--- src/rtl/dynamixel_pkg.sv ---
// Shared Dynamixel Protocol 2.0 definitions.
// Used by the status receiver and the sync-write transmitter: header and
// instruction constants, the receive-parser state enumeration, and the
// CRC-16 (poly 0x8005, init 0, non-reflected) byte-update function.
package dynamixel_pkg;

    localparam logic [7:0] HDR_FF       = 8'hFF;
    localparam logic [7:0] HDR_FD       = 8'hFD;
    localparam logic [7:0] HDR_RSV      = 8'h00;
    localparam logic [7:0] INSTR_STATUS = 8'h55;
    localparam logic [7:0] BROADCAST_ID = 8'hFE;

    typedef enum logic [3:0] {
        S_IDLE, S_HDR2, S_HDR3, S_RSV, S_ID, S_LEN_L,
        S_LEN_H, S_INSTR, S_ERR, S_PARAM, S_CRC_L, S_CRC_H
    } state_t;

    function automatic logic [15:0] crc16_update(input logic [15:0] crc,
                                                 input logic [7:0]  b);
        logic [15:0] c;
        c = crc ^ {b, 8'h00};
        for (int i = 0; i < 8; i++) begin
            c = c[15] ? ((c << 1) ^ 16'h8005) : (c << 1);
        end
        return c;
    endfunction

endpackage

--- src/rtl/dynamixel_status_receiver_if.sv ---
// Result bus of the status receiver.
//   valid       one-cycle pulse, packet accepted
//   crc_error   one-cycle pulse, complete packet with bad CRC
//   id/error/param_count/value  fields of the last accepted packet
//   busy        parser is inside a packet
// master: driven by the receiver; slave: consumer side.
interface dynamixel_status_receiver_if;
    logic        valid;
    logic        crc_error;
    logic [7:0]  id;
    logic [7:0]  error;
    logic [7:0]  param_count;
    logic [31:0] value;
    logic        busy;

    modport master (output valid, crc_error, id, error, param_count, value, busy);
    modport slave  (input  valid, crc_error, id, error, param_count, value, busy);
endinterface

--- src/rtl/dynamixel_status_receiver_uart_rx.sv ---
// 8N1 LSB-first UART byte receiver.
//   clock, reset   rising-edge clock, synchronous active-high reset
//   pin            serial line (idle high), synchronised with two flops
//   byte_received  last good byte
//   done           one-cycle strobe per byte with a valid stop bit
// Bits are sampled near mid-bit; a low stop bit discards the byte.
module uart_rx #(
    parameter int clocks_per_bit = 1
) (
    input  logic       clock,
    input  logic       reset,
    input  logic       pin,
    output logic [7:0] byte_received,
    output logic       done
);
    localparam int HALF = (clocks_per_bit - 1) / 2;
    localparam int CW   = (clocks_per_bit > 1) ? $clog2(clocks_per_bit) : 1;

    typedef enum logic [1:0] {R_IDLE, R_START, R_DATA, R_STOP} rx_state_t;

    rx_state_t   st_q, st_d;
    logic [1:0]  sync_q, sync_d;
    logic [CW-1:0] cnt_q, cnt_d;
    logic [2:0]  bit_q, bit_d;
    logic [7:0]  shift_q, shift_d;
    logic [7:0]  byte_q, byte_d;
    logic        done_q, done_d;
    logic        rx;

    assign rx            = sync_q[1];
    assign byte_received = byte_q;
    assign done          = done_q;

    always_comb begin
        st_d    = st_q;
        sync_d  = {sync_q[0], pin};
        cnt_d   = cnt_q;
        bit_d   = bit_q;
        shift_d = shift_q;
        byte_d  = byte_q;
        done_d  = 1'b0;
        case (st_q)
            R_IDLE: if (!rx) begin
                bit_d = '0;
                // With a one- or two-clock bit there is no later mid-point
                // to re-check the start bit, so go straight to data.
                if (HALF == 0) begin
                    st_d  = R_DATA;
                    cnt_d = CW'(clocks_per_bit - 1);
                end else begin
                    st_d  = R_START;
                    cnt_d = CW'(HALF - 1);
                end
            end
            R_START: if (cnt_q == '0) begin
                st_d  = rx ? R_IDLE : R_DATA;
                cnt_d = CW'(clocks_per_bit - 1);
            end else cnt_d = cnt_q - 1'b1;
            R_DATA: if (cnt_q == '0) begin
                shift_d = {rx, shift_q[7:1]};
                cnt_d   = CW'(clocks_per_bit - 1);
                bit_d   = bit_q + 3'd1;
                if (bit_q == 3'd7) st_d = R_STOP;
            end else cnt_d = cnt_q - 1'b1;
            R_STOP: if (cnt_q == '0) begin
                st_d = R_IDLE;
                if (rx) begin
                    done_d = 1'b1;
                    byte_d = shift_q;
                end
            end else cnt_d = cnt_q - 1'b1;
            default: st_d = R_IDLE;
        endcase
    end

    always_ff @(posedge clock) begin
        if (reset) begin
            st_q    <= R_IDLE;
            sync_q  <= 2'b11;
            cnt_q   <= '0;
            bit_q   <= '0;
            shift_q <= '0;
            byte_q  <= '0;
            done_q  <= 1'b0;
        end else begin
            st_q    <= st_d;
            sync_q  <= sync_d;
            cnt_q   <= cnt_d;
            bit_q   <= bit_d;
            shift_q <= shift_d;
            byte_q  <= byte_d;
            done_q  <= done_d;
        end
    end
endmodule

--- src/rtl/dynamixel_status_receiver.sv ---
// Dynamixel Protocol 2.0 status packet receiver.
//   clock, reset  rising-edge clock, synchronous active-high reset
//   pin           serial receive line
//   bus (master)  valid/crc_error pulses, id/error/param_count/value, busy
// Build macro DYNAMIXEL_CRC_CHECK_EN: when defined the CRC-16 is computed
// and checked; otherwise CRC bytes are consumed unchecked and crc_error is 0.
module dynamixel_status_receiver
    import dynamixel_pkg::*;
#(
    parameter int clocks_per_bit = 1,
    parameter int timeout_clocks = 20 * clocks_per_bit
) (
    input  logic clock,
    input  logic reset,
    input  logic pin,
    dynamixel_status_receiver_if.master bus
);
    localparam int GW = $clog2(timeout_clocks + 2);

    logic [7:0] rx_byte;
    logic       rx_done;

    uart_rx #(.clocks_per_bit(clocks_per_bit)) u_rx (
        .clock(clock), .reset(reset), .pin(pin),
        .byte_received(rx_byte), .done(rx_done)
    );

    state_t      state_q, state_d;
    logic [GW-1:0] gap_q, gap_d;
    logic [7:0]  id_w_q, id_w_d, err_w_q, err_w_d, len_l_q, len_l_d, cnt_q, cnt_d;
    logic [31:0] val_w_q, val_w_d;
    logic        valid_q, valid_d;
    logic [7:0]  id_q, id_d, error_q, error_d, pc_q, pc_d;
    logic [31:0] value_q, value_d;
    logic [7:0]  pidx;
    logic        crc_ok;

    assign pidx = (len_l_q - 8'd4) - cnt_q;

    always_comb begin
        state_d = state_q;
        gap_d   = gap_q;
        id_w_d  = id_w_q;
        err_w_d = err_w_q;
        len_l_d = len_l_q;
        cnt_d   = cnt_q;
        val_w_d = val_w_q;
        valid_d = 1'b0;
        id_d    = id_q;
        error_d = error_q;
        pc_d    = pc_q;
        value_d = value_q;
        if (state_q != S_IDLE) gap_d = rx_done ? '0 : gap_q + 1'b1;
        if (rx_done) begin
            case (state_q)
                S_IDLE:  if (rx_byte == HDR_FF) state_d = S_HDR2;
                S_HDR2:  state_d = (rx_byte == HDR_FF) ? S_HDR3 : S_IDLE;
                S_HDR3:  if (rx_byte == HDR_FD) state_d = S_RSV;
                         else if (rx_byte != HDR_FF) state_d = S_IDLE;
                S_RSV:   state_d = (rx_byte == HDR_RSV) ? S_ID : S_IDLE;
                S_ID:    begin id_w_d = rx_byte; state_d = S_LEN_L; end
                S_LEN_L: begin len_l_d = rx_byte; state_d = S_LEN_H; end
                S_LEN_H: if (rx_byte != 8'h00 || len_l_q < 8'd4) state_d = S_IDLE;
                         else begin cnt_d = len_l_q - 8'd4; state_d = S_INSTR; end
                S_INSTR: state_d = (rx_byte == INSTR_STATUS) ? S_ERR : S_IDLE;
                S_ERR:   begin
                    err_w_d = rx_byte;
                    state_d = (cnt_q == 8'd0) ? S_CRC_L : S_PARAM;
                end
                S_PARAM: begin
                    if (pidx < 8'd4) val_w_d[{pidx[1:0], 3'b000} +: 8] = rx_byte;
                    cnt_d = cnt_q - 8'd1;
                    if (cnt_q == 8'd1) state_d = S_CRC_L;
                end
                S_CRC_L: state_d = S_CRC_H;
                S_CRC_H: begin
                    state_d = S_IDLE;
                    if (crc_ok) begin
                        valid_d = 1'b1;
                        id_d    = id_w_q;
                        error_d = err_w_q;
                        pc_d    = len_l_q - 8'd4;
                        value_d = val_w_q;
                    end
                end
                default: state_d = S_IDLE;
            endcase
        end else if (state_q != S_IDLE && gap_q >= GW'(timeout_clocks)) begin
            state_d = S_IDLE;
        end
        // Every entry to (and stay in) IDLE starts the next packet clean.
        if (state_d == S_IDLE) begin
            gap_d   = '0;
            cnt_d   = '0;
            val_w_d = '0;
        end
    end

    always_ff @(posedge clock) begin
        if (reset) begin
            state_q <= S_IDLE;
            gap_q   <= '0;
            id_w_q  <= '0;
            err_w_q <= '0;
            len_l_q <= '0;
            cnt_q   <= '0;
            val_w_q <= '0;
            valid_q <= 1'b0;
            id_q    <= '0;
            error_q <= '0;
            pc_q    <= '0;
            value_q <= '0;
        end else begin
            state_q <= state_d;
            gap_q   <= gap_d;
            id_w_q  <= id_w_d;
            err_w_q <= err_w_d;
            len_l_q <= len_l_d;
            cnt_q   <= cnt_d;
            val_w_q <= val_w_d;
            valid_q <= valid_d;
            id_q    <= id_d;
            error_q <= error_d;
            pc_q    <= pc_d;
            value_q <= value_d;
        end
    end

`ifdef DYNAMIXEL_CRC_CHECK_EN
    logic [15:0] crc_q, crc_d;
    logic [7:0]  crc_l_q, crc_l_d;
    logic        crc_error_q, crc_error_d;

    assign crc_ok = ({rx_byte, crc_l_q} == crc_q);

    always_comb begin
        crc_d       = crc_q;
        crc_l_d     = crc_l_q;
        crc_error_d = rx_done && (state_q == S_CRC_H) && !crc_ok;
        if (state_d == S_IDLE) crc_d = '0;
        // Extra FFs while resyncing in HDR3 are not part of the packet.
        else if (rx_done && state_q inside {S_IDLE, S_HDR2, S_HDR3, S_RSV, S_ID,
                 S_LEN_L, S_LEN_H, S_INSTR, S_ERR, S_PARAM} &&
                 !(state_q == S_HDR3 && state_d == S_HDR3))
            crc_d = crc16_update(crc_q, rx_byte);
        if (rx_done && state_q == S_CRC_L) crc_l_d = rx_byte;
    end

    always_ff @(posedge clock) begin
        if (reset) begin
            crc_q       <= '0;
            crc_l_q     <= '0;
            crc_error_q <= 1'b0;
        end else begin
            crc_q       <= crc_d;
            crc_l_q     <= crc_l_d;
            crc_error_q <= crc_error_d;
        end
    end

    assign bus.crc_error = crc_error_q;
`else
    assign crc_ok        = 1'b1;
    assign bus.crc_error = 1'b0;
`endif

    assign bus.valid       = valid_q;
    assign bus.id          = id_q;
    assign bus.error       = error_q;
    assign bus.param_count = pc_q;
    assign bus.value       = value_q;
    assign bus.busy        = (state_q != S_IDLE);
endmodule

--- src/flat_wrapper.sv ---
// flat-port wrapper written by rule: the top's interface ports become plain ports
module dynamixel_status_receiver_flat import dynamixel_pkg::*;
#(
    parameter int clocks_per_bit = 1,
    parameter int timeout_clocks = 20 * clocks_per_bit
)
  (clock, reset, pin, bus_valid, bus_crc_error, bus_id, bus_error, bus_param_count, bus_value, bus_busy);
  dynamixel_status_receiver_if bus_i ();
  input  logic clock;
  input  logic reset;
  input  logic pin;
  output wire logic [$bits(bus_i.valid)-1:0] bus_valid;
  output wire logic [$bits(bus_i.crc_error)-1:0] bus_crc_error;
  output wire logic [$bits(bus_i.id)-1:0] bus_id;
  output wire logic [$bits(bus_i.error)-1:0] bus_error;
  output wire logic [$bits(bus_i.param_count)-1:0] bus_param_count;
  output wire logic [$bits(bus_i.value)-1:0] bus_value;
  output wire logic [$bits(bus_i.busy)-1:0] bus_busy;
  assign bus_valid = bus_i.valid;
  assign bus_crc_error = bus_i.crc_error;
  assign bus_id = bus_i.id;
  assign bus_error = bus_i.error;
  assign bus_param_count = bus_i.param_count;
  assign bus_value = bus_i.value;
  assign bus_busy = bus_i.busy;
  dynamixel_status_receiver #(.clocks_per_bit(clocks_per_bit), .timeout_clocks(timeout_clocks)) u_core (.clock(clock), .reset(reset), .pin(pin), .bus(bus_i));
endmodule
--- config.mk ---
export PLATFORM = sky130hd
export DESIGN_NAME = dynamixel_status_receiver_flat
export DESIGN_NICKNAME = d
export VERILOG_FILES = /design/src/rtl/dynamixel_pkg.sv /design/src/rtl/dynamixel_status_receiver_if.sv /design/src/rtl/dynamixel_status_receiver_uart_rx.sv /design/src/rtl/dynamixel_status_receiver.sv /design/src/flat_wrapper.sv
export SDC_FILE = /design/constraint.sdc
export NUM_CORES = 1
export LEC_CHECK = 0
export ABC_AREA = 1
export BUFFER_PORTS_ARGS = -buffer_cell sky130_fd_sc_hd__buf_2
export CAP_MARGIN = 20
export CORE_MARGIN = 4
export CORE_UTILIZATION = 45
export CTS_BUF_LIST = sky130_fd_sc_hd__clkbuf_2
export DETAILED_ROUTE_END_ITERATION = 8
export PLACE_DENSITY = 0.67
export SLEW_MARGIN = 10
export SYNTH_ARGS = -nofsm -noshare
export SYNTH_HDL_FRONTEND = slang
export SYNTH_SLANG_ARGS = --single-unit
--- constraint.sdc ---
create_clock -name clock -period 4.3 [get_ports clock]
set_input_delay 0.645 -clock clock [delete_from_list [all_inputs] [get_ports clock]]
set_output_delay 0.645 -clock clock [all_outputs]
set_load 0.05 [all_outputs]
=== Word-level counts from Yosys, hierarchy flattened ===
Index checks and enable logic that the tools add are counted.

* Bits in latches: 0
* ROM bits: 0
* Output and inout port bits: 59
* Logic and storage cells: 116
* Memories kept: 0
* Bits of input ports: 3
* RAM bits: 0
* Register bits: 155

* Div/mod/pow operators: 0
* Eq/ne operators: 26
* Multiply operators: 0
* Shifts and indexed selects: 2
* Bitwise gates (word level): 3
* Multiplexer cells: 31
* Add/sub/neg operators: 7
* Magnitude comparators: 3
* Reduce and logical (&&, ||, !) cells: 25

{| class="wikitable"
|+ Operators by type and width
! operator !! number
|-
| one-hot mux 4 bit (11 select lines) || 1
|-
| bitwise mux 32 bit || 1
|-
| variable shift 8 x 7 -> 32 bit, first input constant || 1
|-
| variable part select 8 x 7 -> 32 bit || 1
|-
| 2-to-1 mux 4 bit || 7
|-
| equality test 4 x 3 -> 1 bit, second input constant || 4
|-
| equality test 4 bit, second input constant || 4
|-
| equality test 8 bit, second input constant || 2
|-
| zero test 8 bit || 2
|-
| less-than comparator 8 x 3 -> 1 bit, second input constant || 2
|-
| 2-to-1 mux 2 bit || 8
|-
| one-hot mux 8 bit (2 select lines) || 1
|-
| 2-to-1 mux 3 bit || 4
|-
| inequality test 2 bit, second input constant || 6
|-
| AND reduction 3 bit || 4
|-
| AND reduction 2 bit || 5
|-
| equality test 4 x 2 -> 1 bit, second input constant || 2
|-
| equality test 8 x 1 -> 1 bit, second input constant || 1
|-
| equality test 8 x 7 -> 1 bit, second input constant || 1
|-
| zero test 4 bit || 2
|-
| 2-to-1 mux 8 bit || 1
|-
| inequality test 8 bit, second input constant || 1
|-
| one-hot mux 2 bit (4 select lines) || 1
|-
| nonzero test 8 bit || 1
|-
| other kinds (25) || 34
|}

=== Logic depth before layout (Yosys ltp) ===
* Word-level depth: 7
* Mapped depth: 19
* Gate-level depth less buffers: 19

=== Cells and area by module ===
From an unflattened synthesis, not the netlist that was laid out.

* Cells, all modules: 1061
* Area, all modules: 7338.3 sq um

{| class="wikitable"
|+ Modules (own cells, without submodules)
! module !! cells each !! instances !! sequential area each (sq um) !! area each (sq um)
|-
| dynamixel_status_receiver || 921 || 1 || 2602.5 || 6353.6
|-
| uart_rx || 140 || 1 || 480.5 || 984.7
|}

=== Worst setup path after synthesis ===
Ideal clock, no wire load.

* Path type: reg-to-reg
* From: reg u_core.len_l_q[0]
* To: reg u_core.val_w_q[22]
* Setup slack: 1.840 ns
* Path buffers: 2
* Stages on the path, launching flop included: 16
* Required time: 4.191 ns
* Arrival time: 2.351 ns
* Clock period less this slack: 2.460 ns
* Library setup time: 0.109 ns
* Cell sequence: dfxtp_1 inv_1 ha_1 inv_1 fa_1 inv_1 ha_1 clkbuf_1 inv_1 nand2_1 clkbuf_1 nor3_1 nand4_1 nand2_1 nand2_1 inv_1

* Cells in the longest elaborated chain, start to end: 7
* Elaborated cells on any way between the ends: 15
* Those cells by class: add/sub (3); order compare (2); shift (2); mux (4); reduce/logical (4)

{| class="wikitable"
|+ RTL lines
! what !! RTL line !! source
|-
| from (decl) || dynamixel_status_receiver.sv:30 || <nowiki>logic [7:0] id_w_q, id_w_d, err_w_q, err_w_d, len_l_q, len_l_d, cnt_q, cnt_d;</nowiki>
|-
| from (signal assigned) || dynamixel_status_receiver.sv:118 || <nowiki>len_l_q <= len_l_d;</nowiki>
|-
| parallel branches: the longest is 7 deep, another holds subtractor 8 x 3 -> 8 bit || -- ||
|-
| to (signal assigned) || dynamixel_status_receiver.sv:120 || <nowiki>val_w_q <= val_w_d;</nowiki>
|-
| to (decl) || dynamixel_status_receiver.sv:31 || <nowiki>logic [31:0] val_w_q, val_w_d;</nowiki>
|}

Parallel ways; which one is timed is not known.
A chain may end at the register's enable or synchronous reset.

=== Final worst setup path ===
* From: reg u_core.len_l_q[2]
* To: reg u_core.val_w_q[16]

* Cells in the longest elaborated chain, start to end: 7
* Elaborated cells on any way between the ends: 11
* Those cells by class: add/sub (2); order compare (2); mux (3); reduce/logical (4)

{| class="wikitable"
|+ RTL lines
! what
|-
| parallel branches: the longest is 7 deep, another holds subtractor 8 x 3 -> 8 bit
|}

Parallel ways; which one is timed is not known.

==> impl_metrics.ini <==
[worst_setup_path]
cp.required_ns = 4.95
timing_worst_setup_path_type = reg2reg
slowest_stage = nand2_2
crit_chain = inv_1, ha_1, nand2_1, xor2_1, inv_1, ha_1, a21oi_1, nand2_1, a21oi_1, nand3_1, nand2_2, nand3_2, nand2_1, nand2_1, nand2_1, inv_1
worst-path-buf-inv = 3
r2r_slack_ns = 1.02
worst_path_most_repeated_cell = nand2_1
startpoint_type = flip-flop
r2r_start = u_core.len_l_q[2]$_SDFFE_PP0P_
end_kind = flip-flop
crit_arrival_ns = 3.93
critical_path.max_fanout = 36
ff2ff_path_depth = 16
max_stage_delay_ns = 0.50
rr_endpoint = u_core.val_w_q[16]$_SDFFE_PP0P_
cp_top_family = simple AND/OR/NAND/NOR gates

[sta]
report.final.slew_viol_count = 0
period_share = 0.762
hold_violations = 0
rsz0062_at_grt = false
setup_viol = 0
fin_ws_ns = 1.02
slew_headroom = 0.354
setup_tns_ns = 0
fmax_mhz = 305
period_minus_slack_ns = 3.28
skew_ns = 0.0412
worstMarginPinSlew_ns = 0.969

[layout]
synthToLayoutAreaGrowth_pct = 8.51
final_cells = 1265
fill_cells = 1569
drive_gt1_frac = 0.107
layout.area.seq_um2 = 3080
n_antenna_cell = 0
multiInputGateArea_um2 = 3290
nNetsFinal = 1065

[detailed_routing]
drtIter0Drc = 492
first_pass_iters = 5
vias_per_cell = 4.99
avgRoutedWirePerCell_um = 12.7
vias = 6308
drc = 0
drtAntennaViolNets = 0
drt_wl_total_mm = 16.1

[die]
die_area_um2 = 17700
ios = 62
rows = 45
initial_core_util = 0.461
die_w_um = 133
fp.dieH_um = 133
core_um2 = 15300

[clock_network]
cts_hold_buf = 0
cts_max_level = 4
cts_root_buf = clkbuf_2
cts_tree = built
numCtsBuffers = 17
post-cts-setup-buffers = 0
ctsResizeCount = 0
cts_max_path_buffers = 2
clk_pin_slew_worst_paths_ns = 0.22
numClockSinks = 154
clk_latency_ns = 0.72

[run_status]
status = complete, no violations

[pwr]
p_leak_nw = 3.90
seq_power_share = 0.625
clockPowerShare = 0.360
ir_drop_mv = 0.209
power.switching_uw = 537
intPower_mw = 1.77
power_per_cell_area_nw_per_um2 = 302
swShare = 0.233
pwr-share-comb = 0.015

[synthesis]
synth_top_area_frac = 0.438
syn_nets = 1032
netlist_top_cells_area = dfxtp_1 (44%), nand2_1 (11%), nor2_1 (8.5%)
synth-edff-count = 0
ys_seq_area_frac = 0.438
yosysTopAreaCell = dfxtp_1
synth_seq_cells = 154
ys_async_sr_fraction = 0
yosysMostFrequentCell = nand2_1
avgSynthCellArea_um2 = 6.98
synthFlopType = dfxtp_1
syn_inst = 1009
yosys_warnings = 0
synthTopCellsByCount = nand2_1 (210), nor2_1 (159), dfxtp_1 (154), inv_1 (113), o21ai_0 (110)
synth_cell_types = 31
syn_area_um2 = 7040

[grt]
antenna_found_initial = 0
grt_pass1_vias = 5625
grt_max_degree = 100
grt_pass1_wl_mm = 27.4
grt-ovfl-total = 0
grt_usage = 0.187

[worst_hold_path]
hold_path_end = u_core.u_rx.sync_q[0]$_SDFF_PP1_
holdPathStages = 2
worstHoldPathType = in2reg
worstHoldStart = pin

[run]
maxCapViolCount = 0

[placement]
hpwl_mm = 11.1
dp.cells = 1234
portBuffers = 60
gp_congestion = 0.878
post-place-ws_ns = 1.12
==> worst max path at each step <==
stage / start / to / slack (ns) / cells after the start
floorplan: u_core.len_l_q[0]$_SDFFE_PP0P_ / u_core.val_w_q[22]$_SDFFE_PP0P_ / 1.84 / 15
global placement: u_core.len_l_q[2]$_SDFFE_PP0P_ / u_core.val_w_q[25]$_SDFFE_PP0P_ / 1.14 / 18
detailed placement: u_core.len_l_q[2]$_SDFFE_PP0P_ / u_core.val_w_q[8]$_SDFFE_PP0P_ / 1.12 / 18
CTS: u_core.len_l_q[2]$_SDFFE_PP0P_ / u_core.val_w_q[16]$_SDFFE_PP0P_ / 1.08 / 18
global route: u_core.len_l_q[2]$_SDFFE_PP0P_ / u_core.val_w_q[10]$_SDFFE_PP0P_ / 0.65 / 16
finish: u_core.len_l_q[2]$_SDFFE_PP0P_ / u_core.val_w_q[16]$_SDFFE_PP0P_ / 1.02 / 16
==> cells by family after synthesis <==
logic type               synth area share
buffers and inverters              0.0956
XOR/XNOR                          0.00746
flip-flops                          0.438
adder cells (fa/ha/maj)            0.0366
AO/OA/AOI/OAI                       0.133
AND/OR/NAND/NOR                     0.289
other                            0.000533
==> power by group through the flow <==
| stage | sequential [mW] | combinational (mW) | clock, mW |
|---|---|---|---|
| 2_1_floorplan | 1.47 | 0.0282 | 0 |
| 3_3_place_gp | 1.47 | 0.0341 | 0 |
| 3_5_place_dp | 1.47 | 0.0346 | 0 |
| 6_report | 1.44 | 0.0345 | 0.829 |
| 5_1_grt | 1.44 | 0.0396 | 0.912 |
| 4_1_cts | 1.44 | 0.0347 | 0.854 |
==> routing by layer <==
layer	vias to the layer above	part of all wire	global-route usage
li1	3312	-	-
met1	2854	0.51	0.264
met2	122	0.43	0.291
met3	20	0.044	0.0395
met4	0	0.014	0.0497
met5	-	0	0
==> final cells by class <==
| cell class | count | area share |
|---|---|---|
| sequential | 154 | 0.404 |
| inverter | 118 | 0.0580 |
| clock inverter | 12 | 0.0195 |
| clock buffer | 19 | 0.0124 |
| multi-input combinational | 689 | 0.431 |
| tap | 211 | 0.0346 |
| timing repair buffer | 62 | 0.0413 |
==> per-stage QoR <==
| stage | cell area, um^2 | utilization | total power, mW | hold slack (ns) |
|---|---|---|---|---|
| 2_1_floorplan | 7040 | - | 1.50 | 0.389 |
| 3_3_place_gp | 7400 | 0.485 | 1.50 | 0.404 |
| 3_5_place_dp | 7400 | 0.485 | 1.50 | 0.401 |
| 4_1_cts | 7640 | 0.501 | 2.33 | 0.0474 |
| 5_1_grt | 7640 | 0.501 | 2.40 | 0.0406 |
| 6_report | 7640 | 0.501 | 2.30 | 0.112 |
==> cell usage in the layout (no fill, tap or decap), types with 2 or more instances in the layout <==
master      synthesis  layout
a21oi_1            67      67
inv_1             113     112
inv_2               4       5
o22ai_1             5       5
nand3_1            31      31
nor3_1             22      22
clkinv_1            1       2
xor2_1              6       6
nand2_1           210     210
nor2_1            159     159
nor2_4              2       2
or2_2               3       3
nand2_2             3       3
clkinvlp_4          0       3
nand3_2             6       6
bufinv_16           0       3
buf_4               4       2
clkinv_2            0       3
buf_2               4      60
dfxtp_1           154     154
clkbuf_2            0      19
ha_1               19      19
nand3b_1            2       2
nand4_1            36      36
o21ai_0           110     110
(Power assumes the default switching activity.)
